<file path="src/rtl/trig_lut_scheduler_pkg.sv">
// Shared definitions for the reciprocal-trig LUT scheduler: function codes,
// angle constants, FSM state encoding and the function-to-enable decode.
package trig_lut_scheduler_pkg;

  localparam int unsigned DATA_WIDTH_DEF = 32;

  localparam logic [1:0] FUNC_CSC = 2'd0;
  localparam logic [1:0] FUNC_SEC = 2'd1;
  localparam logic [1:0] FUNC_COT = 2'd2;

  localparam int unsigned DEG_90  = 90;
  localparam int unsigned DEG_360 = 360;

  typedef enum logic [2:0] {
    ST_IDLE,
    ST_REDUCE,
    ST_ISSUE,
    ST_WAIT,
    ST_RESP
  } state_t;

  // One-hot LUT enable for a function code; illegal code enables nothing.
  function automatic logic [2:0] func_onehot(input logic [1:0] func);
    case (func)
      FUNC_CSC: return 3'b001;
      FUNC_SEC: return 3'b010;
      FUNC_COT: return 3'b100;
      default:  return 3'b000;
    endcase
  endfunction

endpackage

</file>
<file path="src/rtl/trig_lut_scheduler_if.sv">
// Requester and response handshake bundle of the LUT scheduler.
// master: angle-issuing front end / response consumer; slave: the scheduler.
interface trig_lut_scheduler_if #(
  parameter int unsigned DATA_WIDTH = 32
);

  logic                    req0_valid;
  logic                    req0_ready;
  logic [DATA_WIDTH-1:0]   req0_angle;
  logic [1:0]              req0_func;

  logic                    req1_valid;
  logic                    req1_ready;
  logic [DATA_WIDTH-1:0]   req1_angle;
  logic [1:0]              req1_func;

  logic                    resp_valid;
  logic                    resp_ready;
  logic                    resp_id;
  logic                    resp_err;
  logic [2*DATA_WIDTH-1:0] resp_data;

  modport master (
    output req0_valid, req0_angle, req0_func,
    output req1_valid, req1_angle, req1_func,
    output resp_ready,
    input  req0_ready, req1_ready,
    input  resp_valid, resp_id, resp_err, resp_data
  );

  modport slave (
    input  req0_valid, req0_angle, req0_func,
    input  req1_valid, req1_angle, req1_func,
    input  resp_ready,
    output req0_ready, req1_ready,
    output resp_valid, resp_id, resp_err, resp_data
  );

endinterface

</file>
<file path="src/rtl/trig_rr_arbiter.sv">
// Two-way round-robin arbiter. The pointer names the requester preferred
// when both are valid; it moves to the other requester on each acceptance.
module trig_rr_arbiter (
  input  logic       clk,
  input  logic       reset_n,
  input  logic [1:0] req,
  input  logic       accept,
  output logic [1:0] grant,
  output logic       grant_id
);

  logic ptr;

  // Grant selection: sole requester wins, contention resolved by the pointer.
  always_comb begin
    grant_id = 1'b0;
    grant    = '0;
    if (req == 2'b11) begin
      grant_id = ptr;
    end else if (req[1]) begin
      grant_id = 1'b1;
    end
    if (req != '0) begin
      grant = grant_id ? 2'b10 : 2'b01;
    end
  end

  // Pointer update: after an acceptance, favour the requester not just served.
  always_ff @(posedge clk or negedge reset_n) begin
    if (!reset_n) begin
      ptr <= 1'b0;
    end else if (accept) begin
      ptr <= ~grant_id;
    end
  end

endmodule

</file>
<file path="src/rtl/trig_lut_scheduler.sv">
// Shares the csc/sec/cot LUT bank between two requesters: arbitrates,
// reduces the angle to quadrant + reference angle by repeated subtraction,
// sequences the LUT enable and returns the captured result with backpressure.
module trig_lut_scheduler
  import trig_lut_scheduler_pkg::*;
#(
  parameter int unsigned DATA_WIDTH  = DATA_WIDTH_DEF,
  parameter int unsigned LUT_LATENCY = 1
) (
  input  logic                    clk,
  input  logic                    reset_n,
  trig_lut_scheduler_if.slave     bus,
  output logic [2:0]              lut_en,
  output logic [1:0]              lut_quadrant,
  output logic [DATA_WIDTH-1:0]   lut_angle,
  input  logic [2*DATA_WIDTH-1:0] csc_data,
  input  logic [2*DATA_WIDTH-1:0] sec_data,
  input  logic [2*DATA_WIDTH-1:0] cot_data
);

  localparam logic [DATA_WIDTH-1:0] ANG_90  = DATA_WIDTH'(DEG_90);
  localparam logic [DATA_WIDTH-1:0] ANG_360 = DATA_WIDTH'(DEG_360);
  localparam logic [2:0]            LAT     = 3'(LUT_LATENCY);

  state_t                  state;
  logic [DATA_WIDTH-1:0]   rem;
  logic [1:0]              q;
  logic [1:0]              func_r;
  logic [2:0]              cnt;
  logic                    resp_valid_r;
  logic                    resp_id_r;
  logic                    resp_err_r;
  logic [2*DATA_WIDTH-1:0] resp_data_r;

  logic [1:0]              req_valid;
  logic [1:0]              grant;
  logic                    grant_id;
  logic                    accept;
  logic [DATA_WIDTH-1:0]   acc_angle;
  logic [1:0]              acc_func;
  logic                    acc_err;
  logic [2*DATA_WIDTH-1:0] lut_data;

  assign req_valid = {bus.req1_valid, bus.req0_valid};

  trig_rr_arbiter u_arb (
    .clk      (clk),
    .reset_n  (reset_n),
    .req      (req_valid),
    .accept   (accept),
    .grant    (grant),
    .grant_id (grant_id)
  );

  assign accept         = (state == ST_IDLE) && (grant != '0);
  assign bus.req0_ready = (state == ST_IDLE) && grant[0];
  assign bus.req1_ready = (state == ST_IDLE) && grant[1];

  assign bus.resp_valid = resp_valid_r;
  assign bus.resp_id    = resp_id_r;
  assign bus.resp_err   = resp_err_r;
  assign bus.resp_data  = resp_data_r;

  // Granted request fields and legality.
  always_comb begin
    acc_angle = grant_id ? bus.req1_angle : bus.req0_angle;
    acc_func  = grant_id ? bus.req1_func  : bus.req0_func;
    acc_err   = (acc_angle >= ANG_360) || (acc_func == 2'd3);
  end

  // LUT output of the function in flight.
  always_comb begin
    case (func_r)
      FUNC_CSC: lut_data = csc_data;
      FUNC_SEC: lut_data = sec_data;
      default:  lut_data = cot_data;
    endcase
  end

  // Request sequencing: accept, reduce, issue, wait for LUT, respond.
  always_ff @(posedge clk or negedge reset_n) begin
    if (!reset_n) begin
      state        <= ST_IDLE;
      rem          <= '0;
      q            <= '0;
      func_r       <= '0;
      cnt          <= '0;
      lut_en       <= '0;
      lut_quadrant <= '0;
      lut_angle    <= '0;
      resp_valid_r <= 1'b0;
      resp_id_r    <= 1'b0;
      resp_err_r   <= 1'b0;
      resp_data_r  <= '0;
    end else begin
      case (state)
        ST_IDLE: begin
          if (accept) begin
            resp_id_r <= grant_id;
            func_r    <= acc_func;
            rem       <= acc_angle;
            q         <= '0;
            if (acc_err) begin
              resp_err_r  <= 1'b1;
              resp_data_r <= '0;
              state       <= ST_RESP;
            end else begin
              resp_err_r <= 1'b0;
              state      <= ST_REDUCE;
            end
          end
        end
        ST_REDUCE: begin
          if (rem >= ANG_90) begin
            rem <= rem - ANG_90;
            q   <= q + 2'd1;
          end else begin
            // Outputs are registered, so they are loaded on entry to ISSUE.
            lut_quadrant <= q;
            lut_angle    <= q[0] ? (ANG_90 - rem) : rem;
            lut_en       <= func_onehot(func_r);
            state        <= ST_ISSUE;
          end
        end
        ST_ISSUE: begin
          cnt   <= '0;
          state <= ST_WAIT;
        end
        ST_WAIT: begin
          if (cnt == LAT) begin
            resp_data_r  <= lut_data;
            lut_en       <= '0;
            resp_valid_r <= 1'b1;
            state        <= ST_RESP;
          end else begin
            cnt <= cnt + 3'd1;
          end
        end
        ST_RESP: begin
          // Error requests enter with resp_valid low; it rises one cycle later.
          if (!resp_valid_r) begin
            resp_valid_r <= 1'b1;
          end else if (bus.resp_ready) begin
            resp_valid_r <= 1'b0;
            state        <= ST_IDLE;
          end
        end
        default: state <= ST_IDLE;
      endcase
    end
  end

endmodule

</file>
<file path="src/flat_wrapper.sv">
// flat-port wrapper written by rule: the top's interface ports become plain ports
module trig_lut_scheduler_flat import trig_lut_scheduler_pkg::*;
#(
  parameter int unsigned DATA_WIDTH  = DATA_WIDTH_DEF,
  parameter int unsigned LUT_LATENCY = 1
)
  (clk, reset_n, lut_en, lut_quadrant, lut_angle, csc_data, sec_data, cot_data, bus_req0_valid, bus_req0_angle, bus_req0_func, bus_req1_valid, bus_req1_angle, bus_req1_func, bus_resp_ready, bus_req0_ready, bus_req1_ready, bus_resp_valid, bus_resp_id, bus_resp_err, bus_resp_data);
  trig_lut_scheduler_if #(.DATA_WIDTH(DATA_WIDTH)) bus_i ();
  input  logic clk;
  input  logic reset_n;
  output logic [2:0] lut_en;
  output logic [1:0] lut_quadrant;
  output logic [DATA_WIDTH-1:0] lut_angle;
  input  logic [2*DATA_WIDTH-1:0] csc_data;
  input  logic [2*DATA_WIDTH-1:0] sec_data;
  input  logic [2*DATA_WIDTH-1:0] cot_data;
  input wire logic [$bits(bus_i.req0_valid)-1:0] bus_req0_valid;
  input wire logic [$bits(bus_i.req0_angle)-1:0] bus_req0_angle;
  input wire logic [$bits(bus_i.req0_func)-1:0] bus_req0_func;
  input wire logic [$bits(bus_i.req1_valid)-1:0] bus_req1_valid;
  input wire logic [$bits(bus_i.req1_angle)-1:0] bus_req1_angle;
  input wire logic [$bits(bus_i.req1_func)-1:0] bus_req1_func;
  input wire logic [$bits(bus_i.resp_ready)-1:0] bus_resp_ready;
  output wire logic [$bits(bus_i.req0_ready)-1:0] bus_req0_ready;
  output wire logic [$bits(bus_i.req1_ready)-1:0] bus_req1_ready;
  output wire logic [$bits(bus_i.resp_valid)-1:0] bus_resp_valid;
  output wire logic [$bits(bus_i.resp_id)-1:0] bus_resp_id;
  output wire logic [$bits(bus_i.resp_err)-1:0] bus_resp_err;
  output wire logic [$bits(bus_i.resp_data)-1:0] bus_resp_data;
  assign bus_i.req0_valid = bus_req0_valid;
  assign bus_i.req0_angle = bus_req0_angle;
  assign bus_i.req0_func = bus_req0_func;
  assign bus_i.req1_valid = bus_req1_valid;
  assign bus_i.req1_angle = bus_req1_angle;
  assign bus_i.req1_func = bus_req1_func;
  assign bus_i.resp_ready = bus_resp_ready;
  assign bus_req0_ready = bus_i.req0_ready;
  assign bus_req1_ready = bus_i.req1_ready;
  assign bus_resp_valid = bus_i.resp_valid;
  assign bus_resp_id = bus_i.resp_id;
  assign bus_resp_err = bus_i.resp_err;
  assign bus_resp_data = bus_i.resp_data;
  trig_lut_scheduler #(.DATA_WIDTH(DATA_WIDTH), .LUT_LATENCY(LUT_LATENCY)) u_core (.clk(clk), .reset_n(reset_n), .bus(bus_i), .lut_en(lut_en), .lut_quadrant(lut_quadrant), .lut_angle(lut_angle), .csc_data(csc_data), .sec_data(sec_data), .cot_data(cot_data));
endmodule
</file>
<file path="config.mk">
export PLATFORM = sky130hd
export DESIGN_NAME = trig_lut_scheduler_flat
export DESIGN_NICKNAME = d
export VERILOG_FILES = /design/src/rtl/trig_lut_scheduler_pkg.sv /design/src/rtl/trig_lut_scheduler_if.sv /design/src/rtl/trig_rr_arbiter.sv /design/src/rtl/trig_lut_scheduler.sv /design/src/flat_wrapper.sv
export SDC_FILE = /design/constraint.sdc
export NUM_CORES = 1
export LEC_CHECK = 0
export ABC_AREA = 1
export CAP_MARGIN = 5
export CORE_AREA = 2 2 145 147
export DETAILED_ROUTE_END_ITERATION = 16
export DIE_AREA = 0 0 147 149
export PLACE_DENSITY = 0.82
export SKIP_LAST_GASP = 1
export SYNTH_ARGS = -nofsm -noshare
export SYNTH_HDL_FRONTEND = slang
export SYNTH_HIERARCHICAL = 1
export SYNTH_SLANG_ARGS = --single-unit
</file>
<file path="constraint.sdc">
create_clock -name clk -period 5.75 [get_ports clk]
set_clock_uncertainty 0.1 [all_clocks]
set_input_delay 1.15 -clock clk [delete_from_list [all_inputs] [get_ports clk]]
set_output_delay 1.15 -clock clk [all_outputs]
set_load 0.005 [all_outputs]
</file>
==> Word-level counts from Yosys, hierarchy flattened <==
Index checks and enable logic that the tools add are counted.
{ "totals": {"ff_bits": 147, "input_bits": 265, "output_inout_bits": 106, "elab_cells": 95} }
{ "op_classes": {"add_sub_neg": 4, "magnitude_cmp": 2, "eq_ne": 17, "n_mux": 36, "n_bitwise": 2, "n_reduce_logical": 21} }
{ "op_table": {"columns": ["op", "count"], "rows": [
  ["$pmux W64 S2", 2],
  ["$mux W64", 3],
  ["$mux W32", 4],
  ["$pmux W32 S2", 1],
  ["$ge A32 B7 Y1 const B", 1],
  ["$ge A32 B9 Y1 const B", 1],
  ["$sub A32 B7 Y32 const B", 1],
  ["$sub A7 B32 Y32 const A", 1],
  ["$mux W3", 9],
  ["$pmux W3 S5", 1],
  ["$reduce_bool A2 Y1", 7],
  ["$pmux W3 S2", 2],
  ["$mux W2", 5],
  ["$ne A2 B1 Y1 const B", 5],
  ["$pmux W3 S3", 1],
  ["$reduce_and A2 Y1", 4],
  ["$eq A2 B2 Y1 const B", 3],
  ["$eq A3 B1 Y1 const B", 2],
  ["$eq A3 B2 Y1 const B", 2],
  ["$mux W1", 6],
  ["$ne A2 B2 Y1 const B", 3],
  ["$reduce_and A3 Y1", 2],
  ["$reduce_and A5 Y1", 1],
  ["$pmux W2 S2", 1],
  ["other kinds (11)", 14]
]} }

==> Depth between registers and ports, before layout <==
Gate-level depths: netlist (run 1).
{ "depth": {"ltp_word": 8, "ltp_mapped": 19} }

==> Hierarchy <==
Netlist (run 1), hierarchy kept.
{ "by_module_without_submodules": {"columns": ["module", "instances", "cells_per_inst", "area_each_um2"], "rows": [
  ["trig_lut_scheduler", 1, 1351, 8823.5],
  ["trig_rr_arbiter", 1, 11, 65.1]
]} }

==> Worst setup path after synthesis (run 1) <==
No wires, ideal clock.
{ "synth_path": {"path_kind": "in2reg", "start": "in bus_req0_valid", "end": "reg u_core.state[2]", "setup_ns": 0.124, "t_arrival_ns": 2.559, "t_required_ns": 5.526, "setup_slack_ns": 2.966, "path_stages": 17, "cell_sequence": "inv_1 > nand2_1 > nand2_1 > buf_4 > buf_4 > nand2_1 > nand2_1 > nor2_1 > nand3_1 > nor2_1 > nand3_1 > nand2_1 > nand2_1 > nand2_1 > buf_6 > buf_6 > nand2_1"} }
{ "synth_between": {"elab_chain_len": 8, "word_cells_on_any_way": 17} }
{ "synth_rtl": {"columns": ["element", "line", "rtl"], "rows": [
  ["from (decl)", "flat_wrapper.sv:17", "input wire logic [$bits(bus_i.req0_valid)-1:0] bus_req0_valid;"],
  ["$eq A2 B2 Y1 (*)", "trig_rr_arbiter.sv:18", "if (req == 2'b11) begin"],
  ["$mux W1 (*)", "trig_rr_arbiter.sv:18", null],
  ["named net u_core.grant_id", "trig_lut_scheduler.sv:37", "logic grant_id;"],
  ["$mux W32 (tied with other cells)", "trig_lut_scheduler.sv:66", "acc_angle = grant_id ? bus.req1_angle : bus.req0_angle;"],
  ["$ge A32 B9 Y1 (tied with other cells)", "trig_lut_scheduler.sv:68", "acc_err = (acc_angle >= ANG_360) || (acc_func == 2'd3);"],
  ["$logic_or A1 B1 Y1 or $reduce_bool A2 Y1 (tied branches)", "trig_lut_scheduler.sv:68, trig_lut_scheduler.sv:55", null],
  ["$mux W3 or $logic_and A1 B1 Y1 (tied branches)", "trig_lut_scheduler.sv:103, trig_lut_scheduler.sv:55", null],
  ["$mux W3 or $ne A2 B1 Y1 (tied branches)", null, null],
  ["$pmux W3 S5 or $reduce_and A5 Y1 (tied branches)", null, null],
  ["to (signal assigned)", "trig_lut_scheduler.sv:83", "state <= ST_IDLE;"],
  ["to (signal assigned)", "trig_lut_scheduler.sv:106", "state <= ST_RESP;"],
  ["to (signal assigned)", "trig_lut_scheduler.sv:109", "state <= ST_REDUCE;"],
  ["to (decl)", "trig_lut_scheduler.sv:25", "state_t state;"]
]} }
The timed path passes the listed nets; every way through them passes the cells marked *. The select of a mux whose other input is x is not followed.
A chain may end at the register's enable or synchronous reset.

==> Worst setup path after layout (run 1) <==
{ "layout_path": {"start": "in bus_req0_valid", "end": "out bus_req0_ready"} }
{ "layout_between": {"elab_chain_len": 5, "word_cells_on_any_way": 6} }
{ "layout_rtl": {"columns": ["element", "line", "rtl"], "rows": [
  ["$eq A2 B2 Y1", "trig_rr_arbiter.sv:18", null],
  ["$mux W1", "trig_rr_arbiter.sv:18", null],
  ["$mux W2", "trig_rr_arbiter.sv:24", "grant = grant_id ? 2'b10 : 2'b01;"],
  ["$mux W2 (*)", "trig_rr_arbiter.sv:23", "if (req != '0) begin"],
  ["named net u_core.grant[0]", "trig_lut_scheduler.sv:36", "logic [1:0] grant;"],
  ["$logic_and A1 B1 Y1 (*)", "trig_lut_scheduler.sv:56", "assign bus.req0_ready = (state == ST_IDLE) && grant[0];"],
  ["to (decl)", "flat_wrapper.sv:24", "output wire logic [$bits(bus_i.req0_ready)-1:0] bus_req0_ready;"]
]} }
The timed path passes the listed nets; every way through them passes the cells marked *.

==> tab_implementation.tex, run 1 <==
\begin{tabular}{lr}
\hline
Metric & Value \\
\hline
\multicolumn{2}{l}{\textbf{Floorplan}} \\
Chip Width & between 100 and 150 um \\
Placeable core region & 20560 um2 \\
Site Rows & 53 \\
Y dimension of the die & 149 um \\
Initial cell density of the core & 0.4324 \\
Die Area & 21900 um2 \\
Top-level port count & 371 \\
\multicolumn{2}{l}{\textbf{Worst setup path}} \\
Setup slack, reg-to-reg & between 2 and 3 ns \\
Kind of end point of the critical path & primary output \\
Worst path arrival time & 2.50 ns \\
R2r worst-path depth & 17 \\
Required time worst endpoint & 4.50 ns \\
Kind of start point of the critical path & primary input \\
Startpoint of the most critical register-to-register path & u\_core/u\_arb/ptr \\
Critical Path Fanout Max & 2 \\
Worst r2r dst & u\_core/bus.resp\_data[17] \\
Crit Path Category & primary input to primary output \\
\multicolumn{2}{l}{\textbf{Clock tree}} \\
Htree depth & 4 \\
Clock root buffer & sky130\_fd\_sc\_hd\_\_clkbuf\_16 \\
Clock sinks & 147 \\
Max clock buf depth & 2 \\
Clock slew at reported path FFs & 0.06 ns \\
Clock insertion delay at the later pin of the skew report & 0.41 ns \\
Number of buffers created by CTS & 17 \\
Count of instances resized after the clock tree is built & 0 \\
Number of setup buffers added after CTS & 0 \\
Clock tree from TritonCTS & built \\
Hold bufs inserted after CTS & 0 \\
\multicolumn{2}{l}{\textbf{STA}} \\
Headroom to the max-slew limit & 0.3168 \\
Sum Neg Setup Slack & 0 ns \\
Worst hold-check slack & 0.3745 ns \\
RSZ-0062 raised after global routing & false \\
Count of final hold-check violations & 0 \\
Worst-Margin Slew & a little over 1 ns \\
Final period utilization & 0.6521 \\
Final Max Tran Viols & 0 \\
Minimum clock period after layout & 3.750 ns \\
\# setup viols final & 0 \\
Highest clock frequency the design can meet & 0.2667 GHz \\
\multicolumn{2}{l}{\textbf{Yosys}} \\
Post-Synth Adder-Cell Area & 0.009854 \\
Synthesis-stage register bit count & 147 \\
Netlist area before placement & 8889 um2 \\
Dominant combinational cell family by area after synthesis & simple AND/OR/NAND/NOR gates \\
Share of synthesized cell area in and, or, nand and nor gates & 0.4063 \\
Portion of the post-synthesis area used by sequential elements & 0.4139 \\
Syn Inst Count & 1362 \\
Portion of netlist area occupied by mux cells & 0.001126 \\
Count of unique library cells instantiated by Yosys & 37 \\
Mapped Avg Cell Area & 6.526 um2 \\
Compound-gate portion of the synthesized area & 0.07052 \\
Synth Area in XOR/XNOR & 0.01281 \\
Number of warnings printed during yosys synthesis & 6 \\
Post-synth net total & $\sim$1600 \\
\multicolumn{2}{l}{\textbf{Layout}} \\
Total of fill cells in the finished design & 1890 \\
Commonest cells after routing, fill and taps aside & 657 x sky130\_fd\_sc\_hd\_\_nand2\_1, 369 x sky130\_fd\_sc\_hd\_\_clkdlybuf4s50\_1, 146 x sky130\_fd\_sc\_hd\_\_dfrtp\_1 \\
Fraction of final layout cells with drive strength greater than 1 & 0.03509 \\
Layout Utilization & 0.6508 \\
Leading cell type in the layout, fill and taps excluded & sky130\_fd\_sc\_hd\_\_nand2\_1 \\
Number of nets in the finished design & 1969 \\
Final instance count without filler cells & 1987 \\
Synthesis-to-finish area growth & 50.52\% \\
\multicolumn{2}{l}{\textbf{Power and ir drop}} \\
Comb power frac & 0.419 \\
PwrDens & 334.6 nW/um2 \\
Sw Ratio & 0.4102 \\
Switching power summed over all nets & 1836 uW \\
Power share of the clock group & 0.280 \\
Overall Power & around 4500 uW \\
Internal & around 2600 uW \\
Part of the power in registers & 0.301 \\
Maximum VDD drop & about 0.28 mV \\
Leak & 0.006539 uW \\
\multicolumn{2}{l}{\textbf{Worst hold path}} \\
Launch instance of the worst min-delay path & u\_core/bus.resp\_data[15] \\
Number of instances on the worst hold path & 2 \\
Worst Hold End & u\_core/bus.resp\_data[15] \\
Worst hold-check path type & flop to flop \\
\multicolumn{2}{l}{\textbf{Global route}} \\
GRT Resource Usage Total & 0.2973 \\
GR Util met3 & 0.1000 \\
Met2 usage in global routing & 0.4854 \\
Initial antenna violation count & 7 \\
Met1 capacity usage during global routing & 0.3650 \\
Largest net degree at the start of global routing & 110 \\
Global-route wire length before repair & 50650 um \\
Number of global-route vias before repair & 9645 \\
Overflow left after global routing & 0 \\
Layer carrying the most global-route usage & met2 \\
\multicolumn{2}{l}{\textbf{Routing}} \\
First drt pass iteration count & 6 \\
Final routed wirelength across all metal layers & 32310 um \\
Number of remaining DRC errors & 0 \\
Number of DRC markers in iteration 0 & slightly below 800 \\
Post-DR vias/cell & 4.976 \\
Wire length per cell & 16.26 um \\
Remaining antenna violation count after routing & 0 \\
Vias & 9887 \\
\multicolumn{2}{l}{\textbf{Place}} \\
Detailed placer's ending HPWL & about 25000 um \\
Instance count after placement with tap cells included & 1953 \\
GPL Wtd Cong & 0.9640 \\
Number of port buffers & 370 \\
\multicolumn{2}{l}{\textbf{Outcome}} \\
Outcome & completed \\
\multicolumn{2}{l}{\textbf{Run}} \\
Max cap viols & 0 \\
\hline
\end{tabular}
==> synth_stat cells (all sizes together) <==
cell type | number | area share
o211ai | 4 | 0.0034
o22ai | 2 | 0.0014
o21a | 4 | 0.0034
o21bai | 4 | 0.0034
o31ai | 1 | 0.00084
mux2i | 1 | 0.0011
nand2 | 658 | 0.28
nor3 | 4 | 0.0023
dfrtp | 147 | 0.41
or2 | 8 | 0.0056
nand3 | 124 | 0.070
a21oi | 20 | 0.012
and2 | 1 | 0.00070
inv | 111 | 0.047
a2bb2oi | 1 | 0.00099
ha | 7 | 0.0099
buf | 22 | 0.021
a31oi | 5 | 0.0035
o21ai | 69 | 0.039
xnor2 | 1 | 0.00099
nand4 | 4 | 0.0028
nor2 | 105 | 0.045
a22oi | 2 | 0.0017
clkbuf | 42 | 0.018
xor2 | 12 | 0.012
o41ai | 1 | 0.00099
nand3b | 2 | 0.0017
==> per-layer routing <==
layer,wire [um],vias up
met3,2994,66
met5,61,-
met2,15330,409
met4,1073,8
met1,12840,4508
li1,-,4896
==> metrics by stage <==
step                      cell area, um2  setup WS, ns
after floorplan                     8889         2.966
after global placement             12710         1.722
after detailed placement           12710         1.587
after CTS                          13370         1.992
after global routing               13370         1.689
final                              13380         2.000
==> sequential cells by signal, summed over array words and instances (netlist names) <==
register,flops
u_core/bus.resp_data,64
u_core/bus.resp_id,1
u_core/q,2
u_core/func_r,2
u_core/lut_angle,32
u_core/state,3
u_core/lut_quadrant,2
u_core/lut_en,3
u_core/bus.resp_valid,1
u_core/u_arb/ptr,1
u_core/bus.resp_err,1
u_core/rem,32
u_core/cnt,3
==> power groups by stage <==
stage	clock (uW)	sequential, uW	combinational (uW)
final	1250	1350	1880
after detailed placement	0	1360	1850
after CTS	1280	1340	1860
after global placement	0	1350	1830
after floorplan	0	1290	1320
after global routing	1330	1370	2120
==> area by class of cell <==
class | instances | area [um2] | area share
diodes | 2 | 5.005 | 0.0003741
clock buffers | 19 | 442.9 | 0.03311
clock inverters | 13 | 221.5 | 0.01655
inverters | 111 | 416.7 | 0.03114
multi-input cells | 1040 | 4477 | 0.3346
flip-flops and latches | 147 | 3680 | 0.2750
well taps | 275 | 344.1 | 0.02572
repair buffers | 380 | 3792 | 0.2835
==> worst max-delay path by stage <==
stage / startpoint / endpoint / depth (start not counted)
CTS: bus_req0_valid / bus_req0_ready / 6
detailed placement: bus_req0_valid / u_core/bus.resp_data[17] / 19
global route: bus_req0_valid / u_core/bus.resp_data[1] / 19
finish: bus_req0_valid / bus_req0_ready / 6
global placement: bus_req0_valid / u_core/bus.resp_data[42] / 19
floorplan: bus_req0_valid / u_core/state[2] / 17
==> cell families (layout without fill, tap and decap cells) <==
| group | after synthesis | in the layout |
|---|---|---|
| AND/OR/NAND/NOR | 906 | 906 |
| buffers and inverters | 175 | 523 |
| flip-flops | 147 | 147 |
| AO/OA/AOI/OAI | 113 | 113 |
| XOR/XNOR | 13 | 13 |
| adder cells (fa/ha/maj) | 7 | 7 |
| multiplexers | 1 | 1 |
| other | 0 | 2 |
==> worst max-delay path, cell delays in order <==
cell and delay [ns]:
sky130_fd_sc_hd__clkdlybuf4s50_1 0.45, sky130_fd_sc_hd__inv_1 0.05, sky130_fd_sc_hd__a21oi_1 0.17, sky130_fd_sc_hd__inv_1 0.06, sky130_fd_sc_hd__nor2_1 0.10, sky130_fd_sc_hd__clkdlybuf4s50_1 0.52
No activity file was read; power rests on OpenSTA's default activity.
==> run 2, diff against run 1 <==
- CORE_AREA: 2 2 145 147 -> unset
- CORE_ASPECT_RATIO: unset -> 2
- CORE_MARGIN: unset -> 2
- CORE_UTILIZATION: unset -> 44
- DIE_AREA: 0 0 147 149 -> unset
- clock period: 5.75 -> 3.81 ns (I/O delays scaled with it)
==> tab_implementation.tex, run 2 (synthesized netlist as in run 1, its figures left out) <==
\begin{tabular}{lr}
\hline
Metric & Value \\
\hline
\multicolumn{2}{l}{\textbf{Clock tree}} \\
Hold bufs inserted after CTS & 0 \\
Clock root buffer & sky130\_fd\_sc\_hd\_\_clkbuf\_16 \\
Clock sinks & 147 \\
Htree depth & 4 \\
Clock tree from TritonCTS & built \\
Number of buffers created by CTS & 17 \\
Number of setup buffers added after CTS & 0 \\
Count of instances resized after the clock tree is built & 0 \\
Clock slew at reported path FFs & 0.06 ns \\
Clock insertion delay at the later pin of the skew report & 0.42 ns \\
Max clock buf depth & 2 \\
\multicolumn{2}{l}{\textbf{Place}} \\
Instance count after placement with tap cells included & 1947 \\
Worst setup slack after placement & 0.3763 ns \\
GPL Wtd Cong & 1.003 \\
Placed standard-cell area & around 13000 um2 \\
Number of port buffers & 370 \\
Detailed placer's ending HPWL & about 27000 um \\
\multicolumn{2}{l}{\textbf{Worst setup path}} \\
Crit path largest cell delay & 0.50 ns \\
Worst path arrival time & 3.28 ns \\
Kind of end point of the critical path & flop \\
Crit-path slowest cell & sky130\_fd\_sc\_hd\_\_clkdlybuf4s50\_1 \\
Kind of start point of the critical path & primary input \\
Number of buffer and inverter instances along the worst setup path & 3 \\
Sequence of cells on the critical path & clkdlybuf4s50\_1, nand2\_1, nand2\_1, buf\_4, nand2\_1, nand2\_1, nand2\_1, nor2\_1, nand2\_1, nor2\_1, nand3\_1, nand2\_1, nand2\_1, nand2\_2, buf\_12, nand2\_1, nand2\_1 \\
Crit Path Category & primary input to flop \\
Critical Path Fanout Max & 65 \\
Most frequent cell on the critical path & sky130\_fd\_sc\_hd\_\_nand2\_1 \\
Critical path's top delay family & simple AND/OR/NAND/NOR gates \\
Required time worst endpoint & 4.07 ns \\
\multicolumn{2}{l}{\textbf{Power and ir drop}} \\
Sw Ratio & 0.4268 \\
Comb power frac & 0.434 \\
Maximum VDD drop & 0.3233 mV \\
Switching power summed over all nets & 2806 uW \\
Power share of the clock group & 0.250 \\
PwrDens & 491.8 nW/um2 \\
Internal & approximately 3800 uW \\
Part of the power in registers & 0.316 \\
Overall Power & between 6000 and 7000 uW \\
Leak & between 0.006 and 0.007 uW \\
\multicolumn{2}{l}{\textbf{STA}} \\
RSZ-0062 raised after global routing & false \\
\# setup viols final & 0 \\
Sum Neg Setup Slack & 0 ns \\
Worst-Margin Slew & about 1 ns \\
Worst setup margin & 0.7917 ns \\
Headroom to the max-slew limit & 0.3420 \\
Final period utilization & 0.7922 \\
Minimum clock period after layout & 3.018 ns \\
Final Max Tran Viols & 0 \\
Count of final hold-check violations & 0 \\
Highest clock frequency the design can meet & 0.3313 GHz \\
\multicolumn{2}{l}{\textbf{Floorplan}} \\
Site Rows & 73 \\
Top-level port count & 371 \\
Chip Width & 104.5 um \\
Die Area & 21420 um2 \\
Placeable core region & slightly below 20000 um2 \\
Initial cell density of the core & 0.4485 \\
Y dimension of the die & just over 200 um \\
\multicolumn{2}{l}{\textbf{Global route}} \\
Overflow left after global routing & 0 \\
Global-route wire length before repair & roughly 53000 um \\
Number of global-route vias before repair & between 9000 and 10000 \\
Initial antenna violation count & 7 \\
Largest net degree at the start of global routing & 81 \\
GRT Resource Usage Total & 0.3226 \\
\multicolumn{2}{l}{\textbf{Routing}} \\
Number of remaining DRC errors & 0 \\
First drt pass iteration count & 5 \\
Vias & 10180 \\
Remaining antenna violation count after routing & 0 \\
Number of DRC markers in iteration 0 & 550 \\
Post-DR vias/cell & 5.129 \\
Final routed wirelength across all metal layers & 34900 um \\
Wire length per cell & 17.58 um \\
\multicolumn{2}{l}{\textbf{Layout}} \\
Synthesis-to-finish area growth & 50.39\% \\
Fraction of final layout cells with drive strength greater than 1 & 0.03788 \\
Final instance count without filler cells & between 1500 and 2000 \\
Total area of multi-input combinational cells & 4477 um2 \\
Commonest cells after routing, fill and taps aside & 657 x sky130\_fd\_sc\_hd\_\_nand2\_1, 369 x sky130\_fd\_sc\_hd\_\_clkdlybuf4s50\_1, 146 x sky130\_fd\_sc\_hd\_\_dfrtp\_1 \\
Sequential Area & roughly 3700 um2 \\
Total of fill cells in the finished design & 1784 \\
Number of flip-flops in the largest register & 64 \\
Leading cell type in the layout, fill and taps excluded & sky130\_fd\_sc\_hd\_\_nand2\_1 \\
Number of nets in the finished design & approximately 2000 \\
Final design area excluding fillers & approximately 13000 um2 \\
\multicolumn{2}{l}{\textbf{Run}} \\
Max cap viols & 0 \\
\multicolumn{2}{l}{\textbf{Outcome}} \\
Outcome & completed \\
\multicolumn{2}{l}{\textbf{Worst hold path}} \\
Worst hold-check path type & primary input to asynchronous set/reset pin \\
\hline
\end{tabular}
run 2: cell types whose count changed in the layout (fill, tap and decap cells not counted):
cell	previous run	this run
sky130_fd_sc_hd__buf_4	9	13
sky130_fd_sc_hd__clkinvlp_4	0	5
sky130_fd_sc_hd__diode_2	2	7
sky130_fd_sc_hd__clkinv_4	3	2
sky130_fd_sc_hd__clkbuf_1	1	2
sky130_fd_sc_hd__clkinv_2	1	2
sky130_fd_sc_hd__inv_8	2	0
sky130_fd_sc_hd__bufinv_16	5	2
sky130_fd_sc_hd__clkbuf_8	1	0
sky130_fd_sc_hd__inv_6	2	1
sky130_fd_sc_hd__buf_12	1	4
run 2: metal layers:
layer | up-vias | global-route usage | wire length (um)
li1 | 4907 | - | -
met1 | 4706 | 0.3558 | 12540
met2 | 498 | 0.5794 | 18160
met3 | 70 | 0.07763 | 2839
met4 | 0 | 0.1506 | 1359
met5 | - | 0 | 0
run 2: per-stage QoR:
stage	util	hold slack [ns]
after floorplan	-	0.3530
after global placement	0.6450	0.3535
after detailed placement	0.6450	0.3591
after CTS	0.6736	0.3249
after global routing	0.6745	0.3257
final	0.6745	0.2657
run 2: final timing paths:
kind	from	end	slack, ns	cells past startpoint
min reg2reg	u_core/bus.resp_data[52]	u_core/bus.resp_data[52]	0.37	2
min	reset_n	u_core/rem[16]	0.27	1
max	bus_req1_valid	u_core/bus.resp_data[29]	0.79	17
max reg2reg	u_core/rem[1]	u_core/lut_angle[21]	1.16	8
min in group clk	u_core/bus.resp_data[52]	u_core/bus.resp_data[52]	0.37	2
max in group asynchronous	reset_n	u_core/rem[4]	2.47	2
run 2: power by group through the flow:
| stage | Clock, uW | Sequential, uW | Combinational [uW] |
|---|---|---|---|
| 2_1_floorplan | 0 | 1940 | 2000 |
| 3_3_place_gp | 0 | 2080 | 2780 |
| 3_5_place_dp | 0 | 2090 | 2810 |
| 4_1_cts | 1660 | 2070 | 2840 |
| 5_1_grt | 1730 | 2100 | 3170 |
| 6_report | 1640 | 2080 | 2850 |
run 2: area by class of cell:
type,instances,share of cell area
multi-input combinational,1040,0.3349
antenna,7,0.001310
tap,262,0.02452
inverter,111,0.03117
timing repair buffer,387,0.2904
clock inverter,12,0.01001
clock buffer,19,0.03238
sequential,147,0.2753
run 2: worst reg2reg max path, delay by kind of cell (launching register included):
family          cells  cell delay [ns]
simple gates        4             0.91
buf+inv             2             0.57
compound gates      2             0.56
flops               1             0.45
